**config.mk**
```make
export PLATFORM = sky130hd
export DESIGN_NAME = matmul_ctrl_flat
export DESIGN_NICKNAME = d
export VERILOG_FILES = /design/src/rtl/matmul_pkg.sv /design/src/rtl/matmul_ctrl_if.sv /design/src/rtl/matmul_mac.sv /design/src/rtl/matmul_ctrl.sv /design/src/flat_wrapper.sv
export SDC_FILE = /design/constraint.sdc
export NUM_CORES = 1
export LEC_CHECK = 0
export CORE_MARGIN = 2
export CORE_UTILIZATION = 50
export CTS_BUF_LIST = sky130_fd_sc_hd__clkbuf_4 sky130_fd_sc_hd__clkbuf_8
export CTS_CLUSTER_DIAMETER = 60
export DETAILED_ROUTE_END_ITERATION = 6
export PLACE_DENSITY = 0.7
export SLEW_MARGIN = 10
export SYNTH_ARGS = -nofsm -noshare
export SYNTH_HDL_FRONTEND = slang
export SYNTH_SLANG_ARGS = --single-unit
```
**constraint.sdc**
```tcl
create_clock -name clock -period 16.15 [get_ports clock]
set_input_delay 1.615 -clock clock [delete_from_list [all_inputs] [get_ports clock]]
set_output_delay 1.615 -clock clock [all_outputs]
set_load 0.02 [all_outputs]
```
**src/rtl/matmul_pkg.sv**
```systemverilog
// Shared types and default sizing for the matrix-multiply controller.
package matmul_pkg;

  typedef enum logic [2:0] {
    IDLE,
    FETCH,
    WAIT,
    WRITE,
    DONE
  } matmul_state_t;

  localparam int DEF_DATA_WIDTH = 32;
  localparam int DEF_ADDR_WIDTH = 10;
  localparam int DEF_N          = 8;
  localparam int ELEM_CYCLES    = DEF_N + 2;

endpackage

```
**src/rtl/matmul_ctrl_if.sv**
```systemverilog
// Handshake and BRAM-port bundle between matmul_ctrl (master) and the host/BRAM side (slave).
interface matmul_ctrl_if import matmul_pkg::*; #(
  parameter int DATA_WIDTH = DEF_DATA_WIDTH,
  parameter int ADDR_WIDTH = DEF_ADDR_WIDTH
);

  logic                  start;
  logic                  done;
  logic                  busy;
  logic [ADDR_WIDTH-1:0] x_rd_addr;
  logic [DATA_WIDTH-1:0] x_dout;
  logic [ADDR_WIDTH-1:0] y_rd_addr;
  logic [DATA_WIDTH-1:0] y_dout;
  logic [ADDR_WIDTH-1:0] z_wr_addr;
  logic                  z_wr_en;
  logic [DATA_WIDTH-1:0] z_din;

  modport master (
    input  start, x_dout, y_dout,
    output done, busy, x_rd_addr, y_rd_addr, z_wr_addr, z_wr_en, z_din
  );

  modport slave (
    output start, x_dout, y_dout,
    input  done, busy, x_rd_addr, y_rd_addr, z_wr_addr, z_wr_en, z_din
  );

endinterface

```
**src/rtl/matmul_mac.sv**
```systemverilog
// Registered multiply-accumulate; product and sum both wrap to DATA_WIDTH bits.
module matmul_mac import matmul_pkg::*; #(
  parameter int DATA_WIDTH = DEF_DATA_WIDTH
) (
  input  logic                  clock,
  input  logic                  reset,
  input  logic                  clr_i,
  input  logic                  en_i,
  input  logic [DATA_WIDTH-1:0] a_i,
  input  logic [DATA_WIDTH-1:0] b_i,
  output logic [DATA_WIDTH-1:0] acc_o
);

  logic [DATA_WIDTH-1:0] acc_q;
  logic [DATA_WIDTH-1:0] acc_d;
  logic [DATA_WIDTH-1:0] product;

  // Clear wins over accumulate so a new element never inherits a stale product.
  always_comb begin
    product = a_i * b_i;
    acc_d   = acc_q;
    if (clr_i) begin
      acc_d = '0;
    end else if (en_i) begin
      acc_d = acc_q + product;
    end
  end

  always_ff @(posedge clock or posedge reset) begin
    if (reset) begin
      acc_q <= '0;
    end else begin
      acc_q <= acc_d;
    end
  end

  assign acc_o = acc_q;

endmodule

```
**src/rtl/matmul_ctrl.sv**
```systemverilog
// FSM, i/j/k counters and address generation for z = x*y (N x N, row-major).
// Optional MATMUL_CTRL_PERF_EN adds a 32-bit busy-cycle counter output.
module matmul_ctrl import matmul_pkg::*; #(
  parameter int DATA_WIDTH = DEF_DATA_WIDTH,
  parameter int ADDR_WIDTH = DEF_ADDR_WIDTH,
  parameter int N          = DEF_N
) (
  input  logic         clock,
  input  logic         reset,
  matmul_ctrl_if.master bus
`ifdef MATMUL_CTRL_PERF_EN
  ,
  output logic [31:0]  cycle_count
`endif
);

  localparam int              IDX_W   = $clog2(N);
  localparam logic [IDX_W-1:0] IDX_MAX = IDX_W'(N - 1);

  matmul_state_t state_q, state_d;
  logic [IDX_W-1:0] rowIdx_q, rowIdx_d;
  logic [IDX_W-1:0] colIdx_q, colIdx_d;
  logic [IDX_W-1:0] kIdx_q, kIdx_d;
  logic accValid_q;
  logic busy_q, busy_d;
  logic done_q, done_d;
  logic zWrEn_q, zWrEn_d;
  logic accept;
  logic macClr;
  logic [DATA_WIDTH-1:0] acc;

  assign accept = ((state_q == IDLE) || (state_q == DONE)) && bus.start;

  always_ff @(posedge clock or posedge reset) begin
    if (reset) begin
      state_q <= IDLE;
    end else begin
      state_q <= state_d;
    end
  end

  always_comb begin
    state_d = state_q;
    case (state_q)
      IDLE, DONE: if (bus.start) state_d = FETCH;
      FETCH:      if (kIdx_q == IDX_MAX) state_d = WAIT;
      WAIT:       state_d = WRITE;
      WRITE: begin
        if ((rowIdx_q == IDX_MAX) && (colIdx_q == IDX_MAX)) state_d = DONE;
        else                                                 state_d = FETCH;
      end
      default:    state_d = IDLE;
    endcase
  end

  // Decoding from state_d makes the status strobes true registers aligned with the state.
  always_comb begin
    busy_d  = (state_d == FETCH) || (state_d == WAIT) || (state_d == WRITE);
    done_d  = (state_d == DONE);
    zWrEn_d = (state_d == WRITE);
  end

  always_comb begin
    rowIdx_d = rowIdx_q;
    colIdx_d = colIdx_q;
    kIdx_d   = kIdx_q;
    if (accept) begin
      rowIdx_d = '0;
      colIdx_d = '0;
      kIdx_d   = '0;
    end else if (state_q == FETCH) begin
      kIdx_d = kIdx_q + 1'b1;
    end else if (state_q == WRITE) begin
      kIdx_d = '0;
      if (colIdx_q != IDX_MAX) begin
        colIdx_d = colIdx_q + 1'b1;
      end else if (rowIdx_q != IDX_MAX) begin
        colIdx_d = '0;
        rowIdx_d = rowIdx_q + 1'b1;
      end
    end
  end

  // accValid_q marks the cycle in which BRAM data for a FETCH address is on x_dout/y_dout.
  always_ff @(posedge clock or posedge reset) begin
    if (reset) begin
      rowIdx_q   <= '0;
      colIdx_q   <= '0;
      kIdx_q     <= '0;
      accValid_q <= 1'b0;
      busy_q     <= 1'b0;
      done_q     <= 1'b0;
      zWrEn_q    <= 1'b0;
    end else begin
      rowIdx_q   <= rowIdx_d;
      colIdx_q   <= colIdx_d;
      kIdx_q     <= kIdx_d;
      accValid_q <= (state_q == FETCH);
      busy_q     <= busy_d;
      done_q     <= done_d;
      zWrEn_q    <= zWrEn_d;
    end
  end

  assign macClr = accept || (state_q == WRITE);

  matmul_mac #(
    .DATA_WIDTH(DATA_WIDTH)
  ) u_mac (
    .clock (clock),
    .reset (reset),
    .clr_i (macClr),
    .en_i  (accValid_q),
    .a_i   (bus.x_dout),
    .b_i   (bus.y_dout),
    .acc_o (acc)
  );

  assign bus.x_rd_addr = ADDR_WIDTH'({rowIdx_q, kIdx_q});
  assign bus.y_rd_addr = ADDR_WIDTH'({kIdx_q, colIdx_q});
  assign bus.z_wr_addr = ADDR_WIDTH'({rowIdx_q, colIdx_q});
  assign bus.z_din     = acc;
  assign bus.z_wr_en   = zWrEn_q;
  assign bus.busy      = busy_q;
  assign bus.done      = done_q;

`ifdef MATMUL_CTRL_PERF_EN
  logic [31:0] cycleCount_q;

  always_ff @(posedge clock or posedge reset) begin
    if (reset) begin
      cycleCount_q <= '0;
    end else if (accept) begin
      cycleCount_q <= '0;
    end else if (busy_q) begin
      cycleCount_q <= cycleCount_q + 32'd1;
    end
  end

  assign cycle_count = cycleCount_q;
`endif

endmodule

```
**src/flat_wrapper.sv**
```systemverilog
// flat-port wrapper written by rule: the top's interface ports become plain ports
module matmul_ctrl_flat import matmul_pkg::*;
#(
  parameter int DATA_WIDTH = DEF_DATA_WIDTH,
  parameter int ADDR_WIDTH = DEF_ADDR_WIDTH,
  parameter int N          = DEF_N
)
  (clock, reset, bus_start, bus_x_dout, bus_y_dout, bus_done, bus_busy, bus_x_rd_addr, bus_y_rd_addr, bus_z_wr_addr, bus_z_wr_en, bus_z_din);
  matmul_ctrl_if #(.DATA_WIDTH(DATA_WIDTH), .ADDR_WIDTH(ADDR_WIDTH)) bus_i ();
  input  logic clock;
  input  logic reset;
  input wire logic [$bits(bus_i.start)-1:0] bus_start;
  input wire logic [$bits(bus_i.x_dout)-1:0] bus_x_dout;
  input wire logic [$bits(bus_i.y_dout)-1:0] bus_y_dout;
  output wire logic [$bits(bus_i.done)-1:0] bus_done;
  output wire logic [$bits(bus_i.busy)-1:0] bus_busy;
  output wire logic [$bits(bus_i.x_rd_addr)-1:0] bus_x_rd_addr;
  output wire logic [$bits(bus_i.y_rd_addr)-1:0] bus_y_rd_addr;
  output wire logic [$bits(bus_i.z_wr_addr)-1:0] bus_z_wr_addr;
  output wire logic [$bits(bus_i.z_wr_en)-1:0] bus_z_wr_en;
  output wire logic [$bits(bus_i.z_din)-1:0] bus_z_din;
  assign bus_i.start = bus_start;
  assign bus_i.x_dout = bus_x_dout;
  assign bus_i.y_dout = bus_y_dout;
  assign bus_done = bus_i.done;
  assign bus_busy = bus_i.busy;
  assign bus_x_rd_addr = bus_i.x_rd_addr;
  assign bus_y_rd_addr = bus_i.y_rd_addr;
  assign bus_z_wr_addr = bus_i.z_wr_addr;
  assign bus_z_wr_en = bus_i.z_wr_en;
  assign bus_z_din = bus_i.z_din;
  matmul_ctrl #(.DATA_WIDTH(DATA_WIDTH), .ADDR_WIDTH(ADDR_WIDTH), .N(N)) u_core (.clock(clock), .reset(reset), .bus(bus_i));
endmodule
```
==> flow_summary.toml <==
[synth]
yosys_warnings = 0
synth-main-ff-cell = "dfrtp_1"
ys_seq_area_share_pct = 6.39
synthCells = 2063
synth_edf_count = 0
ys_async_sr_fraction_pct = 100
ys_ff_latch = 48
ys_types = 53
syn_area_um2 = 18800
syn_avg_cell_area_um2 = 9.11

[floorplan]
die_y_um = 198
ios = 132
dieWidth_um = 198
num_rows = 71
core_um2 = 37300
dieArea_um2 = 39200
start_util_pct = 50.4

[sta]
slew_viol_final = 0
maxSlewHeadroom_pct = 20.0
max_freq_ghz = 0.106
period_minus_slack_ns = 9.45
rsz0062_at_grt = "no"
hold_viol = 0
fin_tns_setup_ns = 0
setup-violations-final = 0
skew_ns = 0.0116
worst_slew_pin_slew_ns = 1.20
post-route-period-util_pct = 58.5

[clocking]
postCtsResizedCells = 0
hold_buffers = 0
clkSlewWorstSetupHoldPaths_ns = 0.09
cts_root_buffer = "clkbuf_8"
tritoncts = "done"
cts_setup_buffers = 0
clkLatencyLatePin_ns = 0.31
clk_path_buf_depth = 2
clock_sinks = 48
cts.htree.levels = 2
numCtsBuffers = 5

[worst_setup_path]
cp.arrival_ns = 9.65
critical_path_class = "in -> reg"
crit_path_start_kind = "input pin"
worst_ep_required_time_ns = 16.35
reg2reg_slack_ns = 8.97
end_kind = "register"
path_max_fanout = 27

[place]
routabilityCongestion = 0.880
port_buffers = 119
dp_hpwl_um = 38900

[detailed_routing]
routed_via_density = 5.26
wirelength_um = 47500
drt_iter0_drc = 806
postRouteAntennaNets = 0
dr.pass1.iters = 6
num_vias = 13551
drc = 0
wl_per_cell_um = 18.4

[global_routing]
first_global_vias = 15010
grt_use_total_pct = 26.0
grt_overflow_total = 0
grt_pass1_wl_um = 79200
antenna_found_initial = 1
grt_max_degree = 49

[run_status]
status = "complete, no violations"

[cells_and_area]
fillers = 3421
n_antenna_cell = 0
drive_gt1_share_pct = 1.67
seqCellArea_um2 = 1200
multiInputGateArea_um2 = 15300
syn_to_final_growth_pct = 8.15
fin_nets = 2737

[hold_path]
worstHoldPathType = "reg -> reg"

[flow_run]
maxCapViolations = 0
[path summary, 6_finish.rpt]
| kind | cells past startpoint | startpoint | end |
|---|---|---|---|
| hold / removal | 1 | u_core.state_q[1]$_DFF_PP0_ | u_core.accValid_q$_DFF_PP0_ |
| min in group asynchronous | 2 | reset | u_core.u_mac.acc_o[8]$_DFFE_PP0P_ |
| setup / recovery | 26 | bus_y_dout[5] | u_core.u_mac.acc_o[25]$_DFFE_PP0P_ |
| setup reg to reg | 24 | u_core.u_mac.acc_o[18]$_DFFE_PP0P_ | u_core.u_mac.acc_o[25]$_DFFE_PP0P_ |
| hold reg to reg | 1 | u_core.state_q[1]$_DFF_PP0_ | u_core.accValid_q$_DFF_PP0_ |
| max in group asynchronous | 2 | reset | u_core.u_mac.acc_o[25]$_DFFE_PP0P_ |
[critical path, cell delays in order]
cell and delay, ns:
clkdlybuf4s50_1 0.98, and2_1 0.47, fa_1 0.57, fa_1 0.46
fa_1 0.53, inv_1 0.05, fa_1 0.47, inv_1 0.05
fa_1 0.50, inv_1 0.06, fa_1 0.53, inv_1 0.05
fa_1 0.51, inv_1 0.06, fa_1 0.48, inv_1 0.04
ha_1 0.36, and3_1 0.22, a221o_1 0.35, o21ai_0 0.24
a211oi_1 0.11, o21ai_0 0.25, a21boi_1 0.10, o21ai_1 0.20
nand3_1 0.11, a32o_1 0.24
[registers in the layout, summed over array words and instances (netlist names), 3 cells and up]
signal              cells
u_core.state_q          3
u_core.kIdx_q           3
u_core.colIdx_q         3
u_core.rowIdx_q         3
u_core.u_mac.acc_o     32
[cells in the final DEF (no fill, tap or decap), types with 3 or more instances in the layout]
cell type,instances
a211oi_1,5
a21o_1,12
a21oi_1,23
a22o_1,9
a31oi_1,3
and2_1,317
and3_1,4
buf_4,18
clkbuf_8,5
clkdlybuf4s50_1,119
conb_1,12
dfrtp_1,48
fa_1,438
ha_1,130
inv_1,498
mux2i_1,4
nand2_1,250
nand2b_1,4
nand3_1,8
nor2_1,18
nor2b_1,4
nor3_1,6
nor3b_1,3
o21ai_0,35
o21ai_1,3
o21bai_1,3
xnor2_1,65
xor2_1,21
[layout make-up]
class	instances	share of cell area, %
inverter	499	9.21
clock buffer	5	0.339
tap	474	2.92
timing repair buffer	137	6.52
clock inverter	2	0.0615
sequential	48	5.91
multi-input combinational	1411	75.0
[per-stage QoR]
stage | hold WS, ns | cell area (um^2) | util (%) | instances | worst slack [ns]
after global routing | 0.572 | 20300 | 54.5 | 2576 | 6.40
after global placement | 0.521 | 20200 | 54.3 | 2569 | 6.70
final | 0.541 | 20300 | 54.5 | 2576 | 6.70
after floorplan | 0.474 | 18800 | - | 2074 | 7.75
after CTS | 0.539 | 20300 | 54.5 | 2576 | 6.80
after detailed placement | 0.524 | 20200 | 54.3 | 2569 | 6.51
[layer usage]
layer  global-route usage (%)  part of all wire (%)  vias to the layer above
li1                         -                     -                     5976
met1                     36.5                    44                     7037
met2                     41.8                    47                      470
met3                     4.38                   7.0                       66
met4                     6.85                   2.5                        2
met5                        0                 0.027                        -
[Yosys cell counts, types with 21 or more instances]
cell type | number | area share (%)
and2_1 | 317 | 11
nand2_1 | 250 | 5.0
ha_1 | 130 | 8.7
fa_1 | 438 | 47
o21ai_0 | 35 | 0.93
buf_4 | 21 | 0.84
xor2_1 | 21 | 0.98
clkbuf_1 | 95 | 1.9
inv_1 | 499 | 10
dfrtp_1 | 48 | 6.4
a21oi_1 | 23 | 0.61
xnor2_1 | 65 | 3.0
[logic make-up (layout without fill, tap and decap cells)]
kind of cell / Yosys count / after routing / share of synthesized area (%)
multiplexers: 5 / 5 / 0.273
XOR/XNOR: 86 / 86 / 4.01
AND/OR/NAND/NOR: 624 / 624 / 17.2
AO/OA/AOI/OAI: 116 / 116 / 4.11
buffers and inverters: 615 / 643 / 12.7
flip-flops: 48 / 48 / 6.39
other: 1 / 12 / 0.0200
adder cells (fa/ha/maj): 568 / 568 / 55.3
Power is not shown: default switching activity piles up to over one toggle a cycle in this logic, so the estimate is an artifact.
